`config.mk`:
```
export PLATFORM = sky130hd
export DESIGN_NAME = fifo_wr_arbiter
export DESIGN_NICKNAME = d
export VERILOG_FILES = /design/src/rtl/fifo_wr_arbiter.sv
export SDC_FILE = /design/constraint.sdc
export NUM_CORES = 1
export LEC_CHECK = 0
export ABC_AREA = 1
export BUFFER_PORTS_ARGS = -buffer_cell sky130_fd_sc_hd__buf_2
export CAP_MARGIN = 20
export CORE_MARGIN = 1
export CORE_UTILIZATION = 37
export DETAILED_ROUTE_END_ITERATION = 12
export GPL_ROUTABILITY_DRIVEN = 0
export HOLD_SLACK_MARGIN = 0.1
export PLACE_DENSITY = 0.77
export SYNTH_ARGS = -nofsm -noshare
export SYNTH_HDL_FRONTEND = slang
export SYNTH_SLANG_ARGS = --single-unit
```
`constraint.sdc`:
```
create_clock -name clk -period 2 [get_ports clk]
set_input_delay 0.3 -clock clk [delete_from_list [all_inputs] [get_ports clk]]
set_output_delay 0.3 -clock clk [all_outputs]
set_load 0.05 [all_outputs]
```
`src/rtl/fifo_wr_arbiter.sv`:
```
// fifo_wr_arbiter: round-robin burst arbiter sharing one FIFO write port among NUM_REQ valid/ready producers,
// with sticky flags for missing write acks and FIFO overflow.
module fifo_wr_arbiter #(
    parameter int NUM_REQ    = 4,
    parameter int FIFO_WIDTH = 16,
    parameter int MAX_BURST  = 4
) (
    input  logic                          clk,
    input  logic                          rst,
    input  logic [NUM_REQ-1:0]            i_req_valid,
    input  logic [NUM_REQ*FIFO_WIDTH-1:0] i_req_data,
    output logic [NUM_REQ-1:0]            o_req_ready,
    output logic                          o_fifo_wr_en,
    output logic [FIFO_WIDTH-1:0]         o_fifo_data_in,
    input  logic                          i_fifo_full,
    input  logic                          i_fifo_wr_ack,
    input  logic                          i_fifo_overflow,
    input  logic                          i_err_clr,
    output logic                          o_gnt_active,
    output logic [$clog2(NUM_REQ)-1:0]    o_gnt_id,
    output logic                          o_err_drop,
    output logic                          o_err_ovf
);
    localparam int IW = $clog2(NUM_REQ);
    localparam int BW = $clog2(MAX_BURST + 1);
    typedef enum logic {IDLE, GRANT} state_t;
    state_t            r_state, w_state_nxt;
    logic [IW-1:0]     r_gnt_id, r_ptr, w_gnt_nxt, w_ptr_nxt, w_gnt_inc, w_from, w_off, w_pick;
    logic [IW:0]       w_sum;
    logic [2*NUM_REQ-1:0] w_rot;
    logic [BW-1:0]     r_beats, w_beats_nxt;
    logic              w_any, w_xfer, w_release, r_wr_en_q, r_err_drop, r_err_ovf;

    assign w_any     = |i_req_valid;
    assign w_gnt_inc = (r_gnt_id == IW'(NUM_REQ - 1)) ? '0 : r_gnt_id + 1'b1;
    // On release the search starts past the releasing producer, so it is considered last.
    assign w_from    = (r_state == GRANT) ? w_gnt_inc : r_ptr;
    assign w_rot     = {i_req_valid, i_req_valid} >> w_from;
    assign w_sum     = {1'b0, w_from} + {1'b0, w_off};
    assign w_pick    = (w_sum >= (IW+1)'(NUM_REQ)) ? IW'(w_sum - (IW+1)'(NUM_REQ)) : IW'(w_sum);

    always_comb begin
        w_off = '0;
        for (int k = NUM_REQ - 1; k >= 0; k--)
            if (w_rot[k]) w_off = IW'(k);
    end

    assign w_xfer         = !rst && r_state == GRANT && i_req_valid[r_gnt_id] && !i_fifo_full;
    assign w_release      = r_state == GRANT && ((w_xfer && r_beats == BW'(MAX_BURST - 1)) || !i_req_valid[r_gnt_id]);
    assign o_req_ready    = (!rst && r_state == GRANT && !i_fifo_full) ? NUM_REQ'(1) << r_gnt_id : '0;
    assign o_fifo_wr_en   = w_xfer;
    assign o_fifo_data_in = i_req_data[r_gnt_id*FIFO_WIDTH +: FIFO_WIDTH];
    assign o_gnt_active   = r_state == GRANT;
    assign o_gnt_id       = r_gnt_id;
    assign o_err_drop     = r_err_drop;
    assign o_err_ovf      = r_err_ovf;

    always_comb begin
        w_state_nxt = r_state;
        w_gnt_nxt   = r_gnt_id;
        w_ptr_nxt   = r_ptr;
        w_beats_nxt = r_beats;
        if (r_state == IDLE) begin
            if (w_any) begin
                w_state_nxt = GRANT;
                w_gnt_nxt   = w_pick;
                w_beats_nxt = '0;
            end
        end else if (w_release) begin
            w_ptr_nxt   = w_gnt_inc;
            w_state_nxt = w_any ? GRANT : IDLE;
            w_gnt_nxt   = w_any ? w_pick : r_gnt_id;
            w_beats_nxt = '0;
        end else if (w_xfer) begin
            w_beats_nxt = r_beats + 1'b1;
        end
    end

    always_ff @(posedge clk) begin
        if (rst) begin
            r_state    <= IDLE;
            r_gnt_id   <= '0;
            r_ptr      <= '0;
            r_beats    <= '0;
            r_wr_en_q  <= 1'b0;
            r_err_drop <= 1'b0;
            r_err_ovf  <= 1'b0;
        end else begin
            r_state    <= w_state_nxt;
            r_gnt_id   <= w_gnt_nxt;
            r_ptr      <= w_ptr_nxt;
            r_beats    <= w_beats_nxt;
            r_wr_en_q  <= o_fifo_wr_en;
            r_err_drop <= (r_wr_en_q && !i_fifo_wr_ack) || (r_err_drop && !i_err_clr);
            r_err_ovf  <= i_fifo_overflow || (r_err_ovf && !i_err_clr);
        end
    end
endmodule

```
; Word-level counts from Yosys, hierarchy flattened
; Index checks and enable logic that the tools add are counted.
[totals]
reg_bits = 11
latch_bits = 0
ram_bits = 0
mem_bits_ro = 0
input_bits = 74
word_cells = 61
memories = 0
[op_classes]
n_addsub = 4
mul = 0
div = 0
n_lt_le_gt_ge = 2
n_eq_ne = 4
shifts = 3
mux = 20
bitwise_logic = 0
reduce_logical = 21
[ops]
columns = op, n
row1 = $shiftx A64 B7 Y16, 1
row2 = $mux W2, 10
row3 = $mux W3, 4
row4 = $logic_and A1 B1 Y1, 9
row5 = $shr A8 B2 Y4, 1
row6 = $logic_not A1 Y1, 5
row7 = $mux W1, 4
row8 = $mux W4, 1
row9 = $reduce_and A2 Y1, 2
row10 = $reduce_or A4 Y1, 1
row11 = $shl A1 B2 Y4 const A, 1
row12 = $add A2 B2 Y3, 1
row13 = $add A3 B1 Y3 const B, 1
row14 = $eq A3 B2 Y1 const B, 1
row15 = $ge A3 B3 Y1 const B, 1
row16 = $logic_or A1 B1 Y1, 3
row17 = $lt A2 B3 Y1 const B, 1
row18 = $ne A3 B1 Y1 const B, 1
row19 = $add A2 B1 Y2 const B, 1
row20 = $bmux W1 S2, 1
row21 = $eq A2 B2 Y1 const B, 1
row22 = $ne A2 B1 Y1 const B, 1
row23 = $reduce_bool A2 Y1, 1
row24 = $sub A2 B1 Y2 const B, 1

; Longest topological paths before layout
; Gate-level depths: netlist of run 1.
[depth]
ltp_word = 14
depth_mapped = 18
ltp_nobuf = 16

; Worst setup path before layout of run 1
; OpenSTA, ideal clock, no wires.
[synth_timing]
kind = flip-flop to flip-flop
from = register r_gnt_id[0] (netlist: o_gnt_id[0])
to = register r_gnt_id[1] (netlist: o_gnt_id[1])
setup_ps = 109
t_arrival_ps = 2421
required_ps = 1891
setup_slack_ps = -530
path_stages_with_launch = 19
path_buffers = 2
period_less_slack_ps = 2530
path_cell_list = dfxtp_1 buf_6 inv_1 buf_1 ha_1 inv_1 nand2_2 o21ai_4 inv_2 nand3_1 nand2_1 nor2_2 nand2_1 nand2_1 nand2_1 nand2_1 nand3_1 nand2_1 inv_1
[synth_between]
elab_chain_len = 14
[synth_rtl]
columns = item, line
row1 = from (decl), 28  ; logic [IW-1:0] r_gnt_id, r_ptr, w_gnt_nxt, w_ptr_nxt, w_gnt_inc, w_from, w_off, w_pick;
row2 = from (signal assigned), 90  ; r_gnt_id <= w_gnt_nxt;
row3 = $add A2 B1 Y2 or $eq A2 B2 Y1 (tied branches), 35  ; assign w_gnt_inc = (r_gnt_id == IW'(NUM_REQ - 1)) ? '0 : r_gnt_id + 1'b1;
row4 = $mux W2 (*), 35
row5 = net w_gnt_inc[1], 28
row6 = $mux W2 (*), 37  ; assign w_from = (r_state == GRANT) ? w_gnt_inc : r_ptr;
row7 = $shr A8 B2 Y4, 38  ; assign w_rot = {i_req_valid, i_req_valid} >> w_from;
row8 = $mux W2 (4 in a row), 45  ; if (w_rot[k]) w_off = IW'(k);
row9 = $add A2 B2 Y3 (*), 39  ; assign w_sum = {1'b0, w_from} + {1'b0, w_off};
row10 = $ge A3 B3 Y1 or $sub A2 B1 Y2 (tied branches), 40  ; assign w_pick = (w_sum >= (IW+1)'(NUM_REQ)) ? IW'(w_sum - (IW+1)'(NUM_REQ)) : IW'(w_sum);
row11 = $mux W2 (*), 40
row12 = $mux W2 (*), "64, 72"
row13 = $mux W2, 69  ; end else if (w_release) begin
row14 = $mux W2 (*), 63  ; if (r_state == IDLE) begin
; Mark *: on every way through the listed nets, which the timed path passes. The rest lies on a longest branch. The select of a mux whose other input is x is not followed.
; A chain may end at the register's enable or synchronous reset.

; Worst setup path in the final report of run 1
[layout_timing]
from = register r_state (netlist: o_gnt_active)
to = output port o_req_ready[3]
[layout_between]
elab_chain_len = 3
[layout_rtl]
columns = item, line
row1 = from (decl), 27  ; state_t r_state, w_state_nxt;
row2 = from (signal assigned), 89  ; r_state <= w_state_nxt;
row3 = $logic_and A1 B1 Y1 (2 in a row), 50  ; assign o_req_ready = (!rst && r_state == GRANT && !i_fifo_full) ? NUM_REQ'(1) << r_gnt_id : '0;
row4 = $mux W4, 50
row5 = to (decl), 12  ; output logic [NUM_REQ-1:0] o_req_ready,
; Every way passes these cells.

==> results of run 1 <==
-- synthesized netlist by cell type --
master     n
dfxtp_1   11
buf_6      2
nand2_1   31
o21ai_0   33
buf_1      1
o21ai_4    1
o21ai_1    1
or2_1      1
inv_4      1
nand4_1    1
o21ai_2    2
clkbuf_1   8
nor3_2     1
a21oi_1   10
o22ai_1   16
ha_1       6
nor2_2     2
nor2_1    46
nand3_2    1
nand2_4    2
nand2_2    3
inv_2      2
a211oi_1   1
o21a_1     1
a21oi_2    3
inv_1     24
nand3_1   21
-- critical path: stages (launching register included) --
cell     delay, ns
dfxtp_4       0.44
inv_4         0.06
nor3_2        0.20
inv_1         0.19
nor2_1        0.13
buf_2         0.27
-- worst min path at each step --
stage / to / depth (start not counted) / slack [ns] / from
2_1_floorplan: o_err_ovf$_SDFF_PP0_ / 2 / 0.42 / i_fifo_overflow
3_3_place_gp: o_err_drop$_SDFF_PP0_ / 2 / 0.44 / r_wr_en_q$_SDFF_PP0_
3_5_place_dp: o_err_drop$_SDFF_PP0_ / 2 / 0.45 / r_wr_en_q$_SDFF_PP0_
4_1_cts: o_err_ovf$_SDFF_PP0_ / 3 / 0.24 / i_fifo_overflow
5_1_grt: o_err_ovf$_SDFF_PP0_ / 3 / 0.25 / i_fifo_overflow
6_report: o_err_ovf$_SDFF_PP0_ / 3 / 0.24 / i_fifo_overflow
-- cells in the final DEF (no fill, tap or decap), drive strengths merged --
master / count
buf: 103
nor2: 48
o21ai: 37
nand2: 36
inv: 27
nand3: 22
o22ai: 16
a21oi: 13
dfxtp: 11
ha: 6
clkbuf: 5
nor3: 1
nand4: 1
or2: 1
a211oi: 1
o21a: 1
-- registers in the layout, summed over array words and instances, names as in the netlist --
signal        flops
r_ptr             2
o_err_drop        1
o_gnt_active      1
o_gnt_id          2
r_beats           3
r_wr_en_q         1
o_err_ovf         1
-- cell families after synthesis --
| logic type | after synthesis | synth area share |
|---|---|---|
| simple gates | 109 | 0.361 |
| compound gates | 68 | 0.297 |
| buf+inv | 38 | 0.120 |
| flops | 11 | 0.165 |
| fa+ha+maj | 6 | 0.0564 |
-- area by class of cell --
type / count / area (um2)
Inverter: 27 / 104
Sequential cell: 11 / 231
Timing Repair Buffer: 104 / 539
Multi-Input combinational cell: 183 / 1070
Fill cell: 333 / 1360
Clock buffer: 4 / 26.3
Tap cell: 46 / 57.6
-- stage by stage --
stage / hold slack [ns] / setup TNS (ns)
6_report: 0.235 / 0
5_1_grt: 0.247 / 0
3_5_place_dp: 0.445 / 0
3_3_place_gp: 0.439 / 0
2_1_floorplan: 0.417 / -0.771
4_1_cts: 0.238 / 0
-- power by group through the flow --
stage          registers (uW)  logic (uW)  clock network [uW]
2_1_floorplan             410        2140                   0
3_3_place_gp              338        2720                   0
3_5_place_dp              341        2750                   0
4_1_cts                   336        2750                 162
5_1_grt                   342        3010                 171
6_report                  334        2760                 161
-- per-layer routing --
metal | routed length [um] | vias to the layer above | global-route usage
met4 | 32 | 0 | 0.0508
met5 | 0 | - | 0
met1 | 1780 | 840 | 0.218
li1 | - | 975 | -
met2 | 2050 | 80 | 0.389
met3 | 354 | 5 | 0.0290
-- what timing repair did --
action	4_1_cts	5_1_grt
endpoints found under the setup margin	5	11
gates cloned	0	0
endpoints found under the hold margin	0	0
gates resized for setup	1	5
==> flow_metrics.env, run 1 <==
export IMPL_syn_avg_cell_area_um2=5.74
export IMPL_final_area_um2=2030
export IMPL_track_usage=0.198
export IMPL_comb_power_share=0.848
export IMPL_syn_nets=312
export IMPL_yosysWarningCount=0
export IMPL_grt_pass1_wl_mm=5.75
export IMPL_cellLeakagePower_uw=0.00110
export IMPL_seq_power_share=0.103
export IMPL_hpwl_mm=3.28
export IMPL_start_kind="flip-flop"
export IMPL_final_util=0.599
export IMPL_holdBufCountCts=0
export IMPL_final_max_slew_violation_count=0
export IMPL_max_slew_margin=0.836
export IMPL_die_x_um=62.0
export IMPL_netlist_instances=232
export IMPL_clk_pin_slew_ns=0.08
export IMPL_rows=21
export IMPL_htree_levels=1
export IMPL_fmax_mhz=534
export IMPL_period_share=0.937
export IMPL_cp_required_ns=1.70
export IMPL_io_pins=100
export IMPL_cts_tree="yes"
export IMPL_tightest_slew_ns=0.244
export IMPL_clk_latency_ns=0.28
export IMPL_initial_core_util=0.393
export IMPL_ant_nets=0
export IMPL_final_cells=375
export IMPL_yosysTopAreaCell="dfxtp_1"
export IMPL_dpl_cell_area_um2=1990
export IMPL_dpl_cell_count=371
export IMPL_pre_cts_ws_ns=0.224
export IMPL_startpoint="o_gnt_active$_SDFF_PP0_"
export IMPL_post_cts_setup_buffers=0
export IMPL_crit_fanout=9
export IMPL_rr_worst_depth=15
export IMPL_p_per_area_nw_per_um2=1610
export IMPL_drc_errors=0
export IMPL_reg2reg_setup_slack_ns=0.21
export IMPL_ys_seq_area_frac=0.165
export IMPL_die_h_um=62.0
export IMPL_syn_area_um2=1330
export IMPL_die_area_um2=3840
export IMPL_drt_total_wl_mm=4.21
export IMPL_holdCritPathClass="in -> reg"
export IMPL_syn2layout_area_growth_pct=52.4
export IMPL_io_buffer_count=99
export IMPL_routedWlPerCell_um=11.2
export IMPL_n_antenna_cell=0
export IMPL_reg2reg_from="o_gnt_id[0]$_SDFFE_PP0P_"
export IMPL_drtIter0Drc=97
export IMPL_vias_per_cell=5.07
export IMPL_antenna_found_initial=0
export IMPL_core_area_um2=3390
export IMPL_ctsLongestPathBuffers=2
export IMPL_critPathCapture="o_req_ready[3]"
export IMPL_power_internal_uw=1150
export IMPL_ys_top_cells_by_area="dfxtp_1 17%, nor2_1 13%, o21ai_0 12%"
export IMPL_firstDrtPassIters=6
export IMPL_cp_arrival_ns=1.57
export IMPL_root_buffer="clkbuf_4"
export IMPL_fin_skew_ns=0.0100
export IMPL_status="complete, no violations"
export IMPL_swShare=0.648
export IMPL_synth_distinct_cells=27
export IMPL_fin_ws_ns=0.127
export IMPL_cts_buffers=3
export IMPL_synth_top_area_frac=0.165
export IMPL_grt_ovfl_total=0
export IMPL_synth_seq_cells=11
export IMPL_first_global_vias=1390
export IMPL_finalHoldViolations=0
export IMPL_criticalPathCategory="reg -> out"
export IMPL_maxCapViolCount=0
export IMPL_clkPwrFrac=0.049
export IMPL_rsz0062_at_grt="false"
export IMPL_cp_end_kind="primary output"
export IMPL_peakVddDrop_uv=693
export IMPL_vias=1900
export IMPL_setup_violations=0
export IMPL_power_uw=3260
export IMPL_p_switching_uw=2110
export IMPL_grt_max_degree=35
export IMPL_r2r_end="o_gnt_id[1]$_SDFFE_PP0P_"
export IMPL_period_minus_slack_ns=1.87
export IMPL_layout_drive_gt1_share=0.450
export IMPL_nets=410
export IMPL_cts_sinks=11
Note: power is estimated with default switching activity, not from simulation.
==> run 2: changes to the inputs <==
--- a/config.mk
+++ b/config.mk
@@ -9,11 +9,12 @@
 export BUFFER_PORTS_ARGS = -buffer_cell sky130_fd_sc_hd__buf_2
 export CAP_MARGIN = 20
 export CORE_MARGIN = 1
-export CORE_UTILIZATION = 37
+export CORE_UTILIZATION = 38
+export CTS_BUF_LIST = sky130_fd_sc_hd__clkbuf_2
 export DETAILED_ROUTE_END_ITERATION = 12
 export GPL_ROUTABILITY_DRIVEN = 0
 export HOLD_SLACK_MARGIN = 0.1
-export PLACE_DENSITY = 0.77
+export PLACE_DENSITY = 0.87
 export SYNTH_ARGS = -nofsm -noshare
 export SYNTH_HDL_FRONTEND = slang
 export SYNTH_SLANG_ARGS = --single-unit
==> run 2 against run 1 <==
Compared with the run above: clock power shrank 22%; die area shrank 2.5%; via count is 0.53% lower; maximum frequency rose by 2.0%; critical endpoint is now o_req_ready[2]; largest power group unchanged.
==> flow_metrics.env, run 2 (synthesis results as in run 1) <==
export IMPL_top_register="r_beats"
export IMPL_cellLeakagePower_uw=0.00111
export IMPL_status="complete, no violations"
export IMPL_ctsLongestPathBuffers=2
export IMPL_layout_drive_gt1_share=0.459
export IMPL_p_per_area_nw_per_um2=1600
export IMPL_cts_sinks=11
export IMPL_io_buffer_count=99
export IMPL_crit_fanout=34
export IMPL_routedWlPerCell_um=11.2
export IMPL_vias=1890
export IMPL_maxCapViolCount=0
export IMPL_drtIter0Drc=140
export IMPL_firstDrtPassIters=4
export IMPL_cp_arrival_ns=1.54
export IMPL_cp_end_kind="primary output"
export IMPL_vias_per_cell=5.01
export IMPL_rr_worst_depth=15
export IMPL_cts_tree="yes"
export IMPL_rsz0062_at_grt="false"
export IMPL_layout_commonest_cell="buf_2"
export IMPL_startpoint="o_gnt_id[0]$_SDFFE_PP0P_"
export IMPL_io_pins=100
export IMPL_fin_skew_ns=0.00201
export IMPL_initial_core_util=0.399
export IMPL_reg2reg_from="o_gnt_id[0]$_SDFFE_PP0P_"
export IMPL_die_x_um=61.2
export IMPL_nets=412
export IMPL_clk_latency_ns=0.26
export IMPL_ant_nets=0
export IMPL_cp_required_ns=1.70
export IMPL_period_minus_slack_ns=1.84
export IMPL_start_kind="flip-flop"
export IMPL_track_usage=0.205
export IMPL_reg2reg_setup_slack_ns=0.23
export IMPL_criticalPathCategory="reg -> out"
export IMPL_drt_total_wl_mm=4.24
export IMPL_n_antenna_cell=0
export IMPL_die_h_um=61.2
export IMPL_clk_pin_slew_ns=0.12
export IMPL_largest_reg_flops=3
export IMPL_min_path_cells=4
export IMPL_htree_levels=1
export IMPL_final_max_slew_violation_count=0
export IMPL_holdWs_ns=0.264
export IMPL_peakVddDrop_uv=708
export IMPL_layout_common_cells="98 x buf_2, 45 x nor2_1, 33 x o21ai_0, 31 x nand2_1"
export IMPL_grt_pass1_wl_mm=5.94
export IMPL_rows=21
export IMPL_first_global_vias=1430
export IMPL_grt_max_degree=35
export IMPL_max_slew_margin=0.812
export IMPL_setup_violations=0
export IMPL_period_share=0.918
export IMPL_antenna_found_initial=0
export IMPL_grt_ovfl_total=0
export IMPL_syn2layout_area_growth_pct=53.0
export IMPL_drc_errors=0
export IMPL_finalHoldViolations=0
export IMPL_holdBufCountCts=0
export IMPL_die_area_um2=3740
export IMPL_final_util=0.610
export IMPL_holdCritPathClass="in -> reg"
export IMPL_tightest_slew_ns=0.280
export IMPL_critPathCapture="o_req_ready[2]"
export IMPL_cts_buffers=3
export IMPL_fmax_mhz=544
export IMPL_root_buffer="clkbuf_2"
export IMPL_hpwl_mm=3.20
export IMPL_r2r_end="o_gnt_id[1]$_SDFFE_PP0P_"
export IMPL_core_area_um2=3340
## run 2: cell types whose count changed in the layout (fill, tap and decap cells not counted), sizes merged
cell    before  now
buf        103  105
clkbuf       5    4
clkinv       0    1
## run 2: worst max-delay path, cell delays in order (launching register included)
cell,delay (ns)
dfxtp_4,0.39
inv_2,0.09
buf_6,0.23
ha_1,0.18
inv_1,0.04
nor2_1,0.08
buf_2,0.27
## run 2: stage by stage
step	setup WS [ns]	area, um2	TNS (ns)	std cells	total power, uW
finish	0.163	2040	0	377	3260
global route	0.0278	2040	0	377	3520
CTS	0.0454	2000	0	374	3200
detailed placement	0.185	1980	0	370	3070
global placement	0.236	1980	0	370	3030
floorplan	-0.182	1460	-0.771	232	2550
## run 2: final cells by class
| class | instances | area, um2 |
|---|---|---|
| fill | 328 | 1300 |
| multi-input combinational | 183 | 1070 |
| timing repair buffer | 106 | 558 |
| sequential | 11 | 231 |
| inverter | 27 | 104 |
| tap | 46 | 57.6 |
| clock buffer | 3 | 15.0 |
| clock inverter | 1 | 5.00 |
## run 2: per-layer routing
metal  GRT usage  up-vias  share of wire
li1            -      977              -
met1       0.238      826           0.41
met5           0        -              0
met2       0.388       81           0.49
met4      0.0390        0          0.014
met3      0.0399        6          0.089
## run 2: power by group
group	leakage, uW	switching [uW]	internal (uW)
Sequential	0.0000918	60.8	271
Clock	0.0000164	80.6	45.2
Combinational	0.000998	1970	828
## run 2: worst min path at each step
stage                                     from                     to
final                            i_fifo_wr_ack  o_err_drop$_SDFF_PP0_
after global routing           i_fifo_overflow   o_err_ovf$_SDFF_PP0_
after CTS                        i_fifo_wr_ack  o_err_drop$_SDFF_PP0_
after detailed placement  r_wr_en_q$_SDFF_PP0_  o_err_drop$_SDFF_PP0_
after global placement    r_wr_en_q$_SDFF_PP0_  o_err_drop$_SDFF_PP0_
after floorplan                i_fifo_overflow   o_err_ovf$_SDFF_PP0_
## run 2: repair_timing
item	in CTS	in global routing
gates resized for setup	1	5
endpoints found under the setup margin	5	21
buffers inserted	0	3
cloned	0	0
